`config.mk`:
```
export PLATFORM = sky130hd
export DESIGN_NAME = fixed_point_logit_bisect
export DESIGN_NICKNAME = d
export VERILOG_FILES = /design/src/rtl/fixed_point_logit_bisect.sv
export SDC_FILE = /design/constraint.sdc
export NUM_CORES = 1
export LEC_CHECK = 0
export BUFFER_PORTS_ARGS = -buffer_cell sky130_fd_sc_hd__buf_2
export CAP_MARGIN = 20
export CORE_UTILIZATION = 55
export CTS_BUF_LIST = sky130_fd_sc_hd__clkbuf_8
export CTS_CLUSTER_DIAMETER = 200
export DETAILED_ROUTE_END_ITERATION = 8
export PLACE_DENSITY = 0.74
export SLEW_MARGIN = 25
export SYNTH_ARGS = -nofsm -noshare
export SYNTH_HDL_FRONTEND = slang
export SYNTH_SLANG_ARGS = --single-unit
```
`constraint.sdc`:
```
create_clock -name clk -period 15.38 [get_ports clk]
set_input_delay 3.076 -clock clk [delete_from_list [all_inputs] [get_ports clk]]
set_output_delay 3.076 -clock clk [all_outputs]
set_load 0.01 [all_outputs]
```
`src/rtl/fixed_point_logit_bisect.sv`:
```
// Inverse of the PWL fixed-point sigmoid: bit-serial bisection finds the largest
// signed x whose sigmoid_pwl(x) does not exceed the (clamped) target probability.

module fixed_point_sigmoid #(
    parameter int DATA_WIDTH = 32,
    parameter int FRACTION   = 22
) (
    input  logic                  sigmoid_enable,
    input  logic [DATA_WIDTH-1:0] x,
    output logic [DATA_WIDTH-1:0] y
);
    localparam logic [DATA_WIDTH-1:0] ONE = {{(DATA_WIDTH-1){1'b0}}, 1'b1} << FRACTION;
    localparam logic [DATA_WIDTH-1:0] C0  = ONE >> 1;
    localparam logic [DATA_WIDTH-1:0] C2  = (ONE >> 1) + (ONE >> 3);
    localparam logic [DATA_WIDTH-1:0] BP2 = (ONE << 1) + (ONE >> 2) + (ONE >> 3);
    // Outer intercept (217/256) makes the segments meet exactly at 2.375.
    localparam logic [DATA_WIDTH-1:0] C3  = (ONE >> 1) + (ONE >> 2) + (ONE >> 4)
                                          + (ONE >> 5) + (ONE >> 8);

    logic                  neg_s;
    logic [DATA_WIDTH-1:0] abs_s;
    logic [DATA_WIDTH-1:0] seg3_s;
    logic [DATA_WIDTH-1:0] f_s;
    logic [DATA_WIDTH-1:0] s_s;

    // Odd-symmetric PWL curve on |x|, mirrored as ONE - f for negative x.
    always_comb begin
        neg_s  = x[DATA_WIDTH-1];
        abs_s  = neg_s ? (~x + {{(DATA_WIDTH-1){1'b0}}, 1'b1}) : x;
        seg3_s = (abs_s >> 5) + C3;
        if (abs_s < ONE) begin
            f_s = (abs_s >> 2) + C0;
        end else if (abs_s < BP2) begin
            f_s = (abs_s >> 3) + C2;
        end else if (seg3_s > ONE) begin
            f_s = ONE;
        end else begin
            f_s = seg3_s;
        end
        s_s = neg_s ? (ONE - f_s) : f_s;
        y   = sigmoid_enable ? s_s : x;
    end
endmodule

module fixed_point_logit_bisect #(
    parameter int DATA_WIDTH = 32,
    parameter int INTEGER    = 10,
    parameter int FRACTION   = 22
) (
    input  logic                  clk,
    input  logic                  rst,
    input  logic                  logit_enable,
    input  logic                  in_valid,
    output logic                  in_ready,
    input  logic [DATA_WIDTH-1:0] in_y,
    output logic                  out_valid,
    input  logic                  out_ready,
    output logic [DATA_WIDTH-1:0] out_x,
    output logic                  out_sat_lo,
    output logic                  out_sat_hi
);
    localparam int IW = $clog2(DATA_WIDTH);
    localparam logic [DATA_WIDTH-1:0] ONE = {{(DATA_WIDTH-1){1'b0}}, 1'b1} << FRACTION;
    localparam logic [DATA_WIDTH-1:0] MSB = {1'b1, {(DATA_WIDTH-1){1'b0}}};

    if (INTEGER + FRACTION != DATA_WIDTH) begin : g_bad_format
        $error("INTEGER + FRACTION must equal DATA_WIDTH");
    end

    typedef enum logic [1:0] {S_IDLE, S_SEARCH, S_DONE} state_t;

    state_t                state_q, state_d;
    logic [DATA_WIDTH-1:0] r_q, r_d;
    logic [IW-1:0]         i_q, i_d;
    logic [DATA_WIDTH-1:0] target_q, target_d;
    logic [DATA_WIDTH-1:0] out_x_q, out_x_d;
    logic                  sat_lo_q, sat_lo_d;
    logic                  sat_hi_q, sat_hi_d;
    logic                  lo_pend_q, lo_pend_d;

    logic [DATA_WIDTH-1:0] clamp_s;
    logic [DATA_WIDTH-1:0] cand_s;
    logic [DATA_WIDTH-1:0] sig_x_s;
    logic [DATA_WIDTH-1:0] sig_y_s;
    logic                  le_s;

    // Outside SEARCH the forward model evaluates sigmoid_pwl(min) for the low-saturation test.
    always_comb begin
        if ($signed(in_y) < $signed({DATA_WIDTH{1'b0}})) begin
            clamp_s = {DATA_WIDTH{1'b0}};
        end else if ($signed(in_y) > $signed(ONE)) begin
            clamp_s = ONE;
        end else begin
            clamp_s = in_y;
        end
        cand_s  = r_q | ({{(DATA_WIDTH-1){1'b0}}, 1'b1} << i_q);
        sig_x_s = (state_q == S_SEARCH) ? (cand_s ^ MSB) : MSB;
        le_s    = $signed(sig_y_s) <= $signed(target_q);
    end

    fixed_point_sigmoid #(
        .DATA_WIDTH (DATA_WIDTH),
        .FRACTION   (FRACTION)
    ) u_sigmoid (
        .sigmoid_enable (1'b1),
        .x              (sig_x_s),
        .y              (sig_y_s)
    );

    // Next-state and datapath updates for the accept / search / hold sequence.
    always_comb begin
        state_d   = state_q;
        r_d       = r_q;
        i_d       = i_q;
        target_d  = target_q;
        out_x_d   = out_x_q;
        sat_lo_d  = sat_lo_q;
        sat_hi_d  = sat_hi_q;
        lo_pend_d = lo_pend_q;
        case (state_q)
            S_IDLE: begin
                if (in_valid && logit_enable) begin
                    target_d  = clamp_s;
                    lo_pend_d = $signed(sig_y_s) > $signed(clamp_s);
                    r_d       = {DATA_WIDTH{1'b0}};
                    i_d       = IW'(DATA_WIDTH - 1);
                    state_d   = S_SEARCH;
                end else if (in_valid) begin
                    out_x_d  = in_y;
                    sat_lo_d = 1'b0;
                    sat_hi_d = 1'b0;
                    state_d  = S_DONE;
                end else begin
                    state_d = S_IDLE;
                end
            end
            S_SEARCH: begin
                r_d = le_s ? cand_s : r_q;
                if (i_q == {IW{1'b0}}) begin
                    out_x_d  = r_d ^ MSB;
                    sat_hi_d = &r_d;
                    sat_lo_d = (r_d == {DATA_WIDTH{1'b0}}) && lo_pend_q;
                    state_d  = S_DONE;
                end else begin
                    i_d = i_q - {{(IW-1){1'b0}}, 1'b1};
                end
            end
            S_DONE: begin
                if (out_ready) begin
                    state_d = S_IDLE;
                end else begin
                    state_d = S_DONE;
                end
            end
            default: begin
                state_d = S_IDLE;
            end
        endcase
    end

    // State and result registers with synchronous reset.
    always_ff @(posedge clk) begin
        if (rst) begin
            state_q   <= S_IDLE;
            r_q       <= {DATA_WIDTH{1'b0}};
            i_q       <= {IW{1'b0}};
            target_q  <= {DATA_WIDTH{1'b0}};
            out_x_q   <= {DATA_WIDTH{1'b0}};
            sat_lo_q  <= 1'b0;
            sat_hi_q  <= 1'b0;
            lo_pend_q <= 1'b0;
        end else begin
            state_q   <= state_d;
            r_q       <= r_d;
            i_q       <= i_d;
            target_q  <= target_d;
            out_x_q   <= out_x_d;
            sat_lo_q  <= sat_lo_d;
            sat_hi_q  <= sat_hi_d;
            lo_pend_q <= lo_pend_d;
        end
    end

    assign in_ready   = (state_q == S_IDLE);
    assign out_valid  = (state_q == S_DONE);
    assign out_x      = out_x_q;
    assign out_sat_lo = sat_lo_q;
    assign out_sat_hi = sat_hi_q;
endmodule

```
==> impl_results.md <==
* Die area at 17960 um^2
* Yosys reg bits at ~110
* Status: finished clean
* Drt total wl at 36060 um
* Synth async-reset ratio at 0%
* Most frequent cell on the critical path: ha_1
* Relative slew slack at 29.85%
* Port bufs at just over 70
* Post-CTS setup buffers at 0
* CP Max Fanout at 34
* CTS root buffer: clkbuf_8
* P_leak at roughly 4.0 nW
* Reg2reg setup slack at 5.08 ns
* FMAX at 97.12 MHz
* Setup tns final at 0 ns
* Mapped cell area at 9584 um^2
* Row cnt at 47
* Die height at 134.0 um
* Setup ws final at 5.083 ns
* Largest net degree at the start of global routing at 80
* Post-synthesis cell count at 1328
* Syn-to-layout area delta at 7.193%
* Final nets at 1465
* Total GRT Usage at around 40%
* Cell Pwr Density at roughly 110 nW/um^2
* ANT nets after route at 0
* Antenna Cells at 0
* Antenna violations before repair at 0
* Final Hold Violating Endpoints at 0
* Worst path required time at 15.70 ns
* Worst path max stage delay at about 1.0 ns
* Cts hold-fix bufs at 0
* Wire per inst at approximately 23 um
* Main combinational cell family by area after synthesis: simple AND/OR/NAND/NOR gates
* Post-route insts no fill at 1578
* Final setup violation count at 0
* Core Area at 16820 um^2
* Synth cell types at between 80 and 90
* Top Layer Used: met4
* Dpl hpwl at around 27000 um
* Compound-cell area share of the yosys netlist at 24.91%
* Least-Margin Pin Slew at ~1.1 ns
* Max-Cap Viols at 0
* Register area share after synthesis at 21.93%
* Arr. time, crit path at ~11 ns
* Clock Path Buffers at 2
* Hold WC Path Type: reg2reg
* Slew Limit Fails at 0
* Period utilization at 66.95%
* Share of cells above drive strength 1 at around 11%
* Startpoint Class: register
* Met3 WL post-DR at 3629 um
* I/O pin cnt at 73
* H-Tree Depth at 3
* Placed Area at 10060 um^2
* Placed cells at between 1500 and 2000
* Final instance area at around 10000 um^2
* Final Skew at 0.02360 ns
* Via density at approximately 6.7
* Die span in x at 134.0 um
* Clock sink total at 105
* Initial core utilization at 56.99%
* Drc violations at 0
* DRT iter0 DRCs at around 1500
* Adder-Cell Fraction of Synth Area at under 10%
* Most common cell after layout, fill and taps aside: nand2_1
* DRT met1 WL at ~16000 um
* Met2 wire length at 15730 um
* Synth Area in Simple Gates at about a third
* Worst setup EP type: register
* Vias in the first global route at 9408
* Global-route wire length before repair at 54770 um
* Cts repair resizes at 0
* Routability Congestion at 1.023
* Commonest cells after routing, fill and taps aside: nand2_1, nor2_1, dfxtp_1, a21oi_1, ha_1
* Slowest cell on crit path: dfxtp_1
* Post-synth EDFFs at 0
* Fin crit period at 10.30 ns
* Syn. warnings at 0
* Pre-Repair DR Iteration Count at 6
* Primary FF master, synth: dfxtp_1
* Mux contribution to synthesized area at 0.7441%
* Critical path class: reg2reg
* Unrepaired setup endpoints after global routing: false
* Setup WS pre-CTS at 5.232 ns
* Overflow after GRT at 0
* XOR/XNOR Fraction of Synth Area at ~4.6%
* Worst-path clk slew at 0.13 ns
* Clk_lat worst skew at 0.41 ns
* Maximum vdd drop at 67.11 uV
* Detailed-route via count at about 11000
* Num CTS Buffers at 9
* Syn_area_per_cell at 7.217 um^2
* CTS tree: yes
[kinds of logic after synthesis]
logic type | Yosys count
multiplexers | 7
other | 1
adder cells (fa/ha/maj) | 75
AO/OA/AOI/OAI | 358
buffers and inverters | 125
XOR/XNOR | 49
flip-flops | 105
AND/OR/NAND/NOR | 608
[report_power, final]
group,total (mW),internal [mW],switching (mW)
Sequential,0.299,0.284,0.0144
Combinational,0.683,0.261,0.422
Clock,0.190,0.0668,0.123
[metal layers]
metal  vias to the layer above  track usage [%]
met4                         0            12.94
met5                         -                0
met2                       587            61.11
met1                      4941            56.24
li1                       4928                -
met3                       103            6.841
[critical path, delay by kind of cell (launching register included)]
family / cells / cell delay (ns)
buf+inv: 2 / 0.29
compound gates: 9 / 2.54
mux: 1 / 0.69
flops: 1 / 1.04
xor+xnor: 2 / 0.41
fa+ha+maj: 3 / 0.90
simple gates: 16 / 4.30
[synthesized netlist by cell type, drive strengths merged (8+ instances only)]
cell type	number	area share, %
nand2	146	5.7
nor2	130	5.2
dfxtp	105	22
a21oi	104	5.5
ha	75	9.8
o21ai	74	3.9
nor3	63	3.4
clkbuf	59	2.3
nand3	54	3.2
inv	45	1.8
nand4	38	2.6
nor4	34	2.4
xnor2	33	3.1
a31oi	31	2.0
or3	29	1.9
nor2b	26	1.7
a211oi	23	2.0
buf	21	1.2
a21o	20	1.6
xor2	16	1.5
and3	15	0.98
nand2b	15	1.1
o21a	14	1.1
o31ai	13	1.1
or2	12	0.78
and2	11	0.72
o22ai	10	0.65
o211ai	8	0.63
[final cells by class]
type                    count  area, um^2
well taps                 220       275.3
inverters                  45       168.9
repair buffers             87       473.0
clock inverters             7       91.34
fillers                  1623        6545
flip-flops and latches    105        2102
multi-input cells        1105        7039
clock buffers               9       123.9
[final timing paths]
check | depth (start not counted) | startpoint | end
setup / recovery | 33 | i_q[4] | r_q[16]
hold / removal | 2 | target_q[20] | target_q[20]
hold reg to reg | 2 | target_q[20] | target_q[20]
setup reg to reg | 33 | i_q[4] | r_q[16]
[stage by stage]
step,total power [mW],utilization [%],hold WS (ns)
global route,1.249,61.08,0.4812
detailed placement,0.9680,59.81,0.4484
floorplan,0.8114,-,0.4303
global placement,0.9580,59.79,0.4373
finish,1.172,61.08,0.4661
CTS,1.157,61.08,0.4679
[state kept, by name (all words and copies together), names as in the netlist]
| signal | flops |
|---|---|
| r_q | 32 |
| lo_pend_q | 1 |
| out_x | 32 |
| i_q | 5 |
| out_sat_hi | 1 |
| state_q | 2 |
| target_q | 31 |
| out_sat_lo | 1 |
Power figures use the tool's default switching activity.
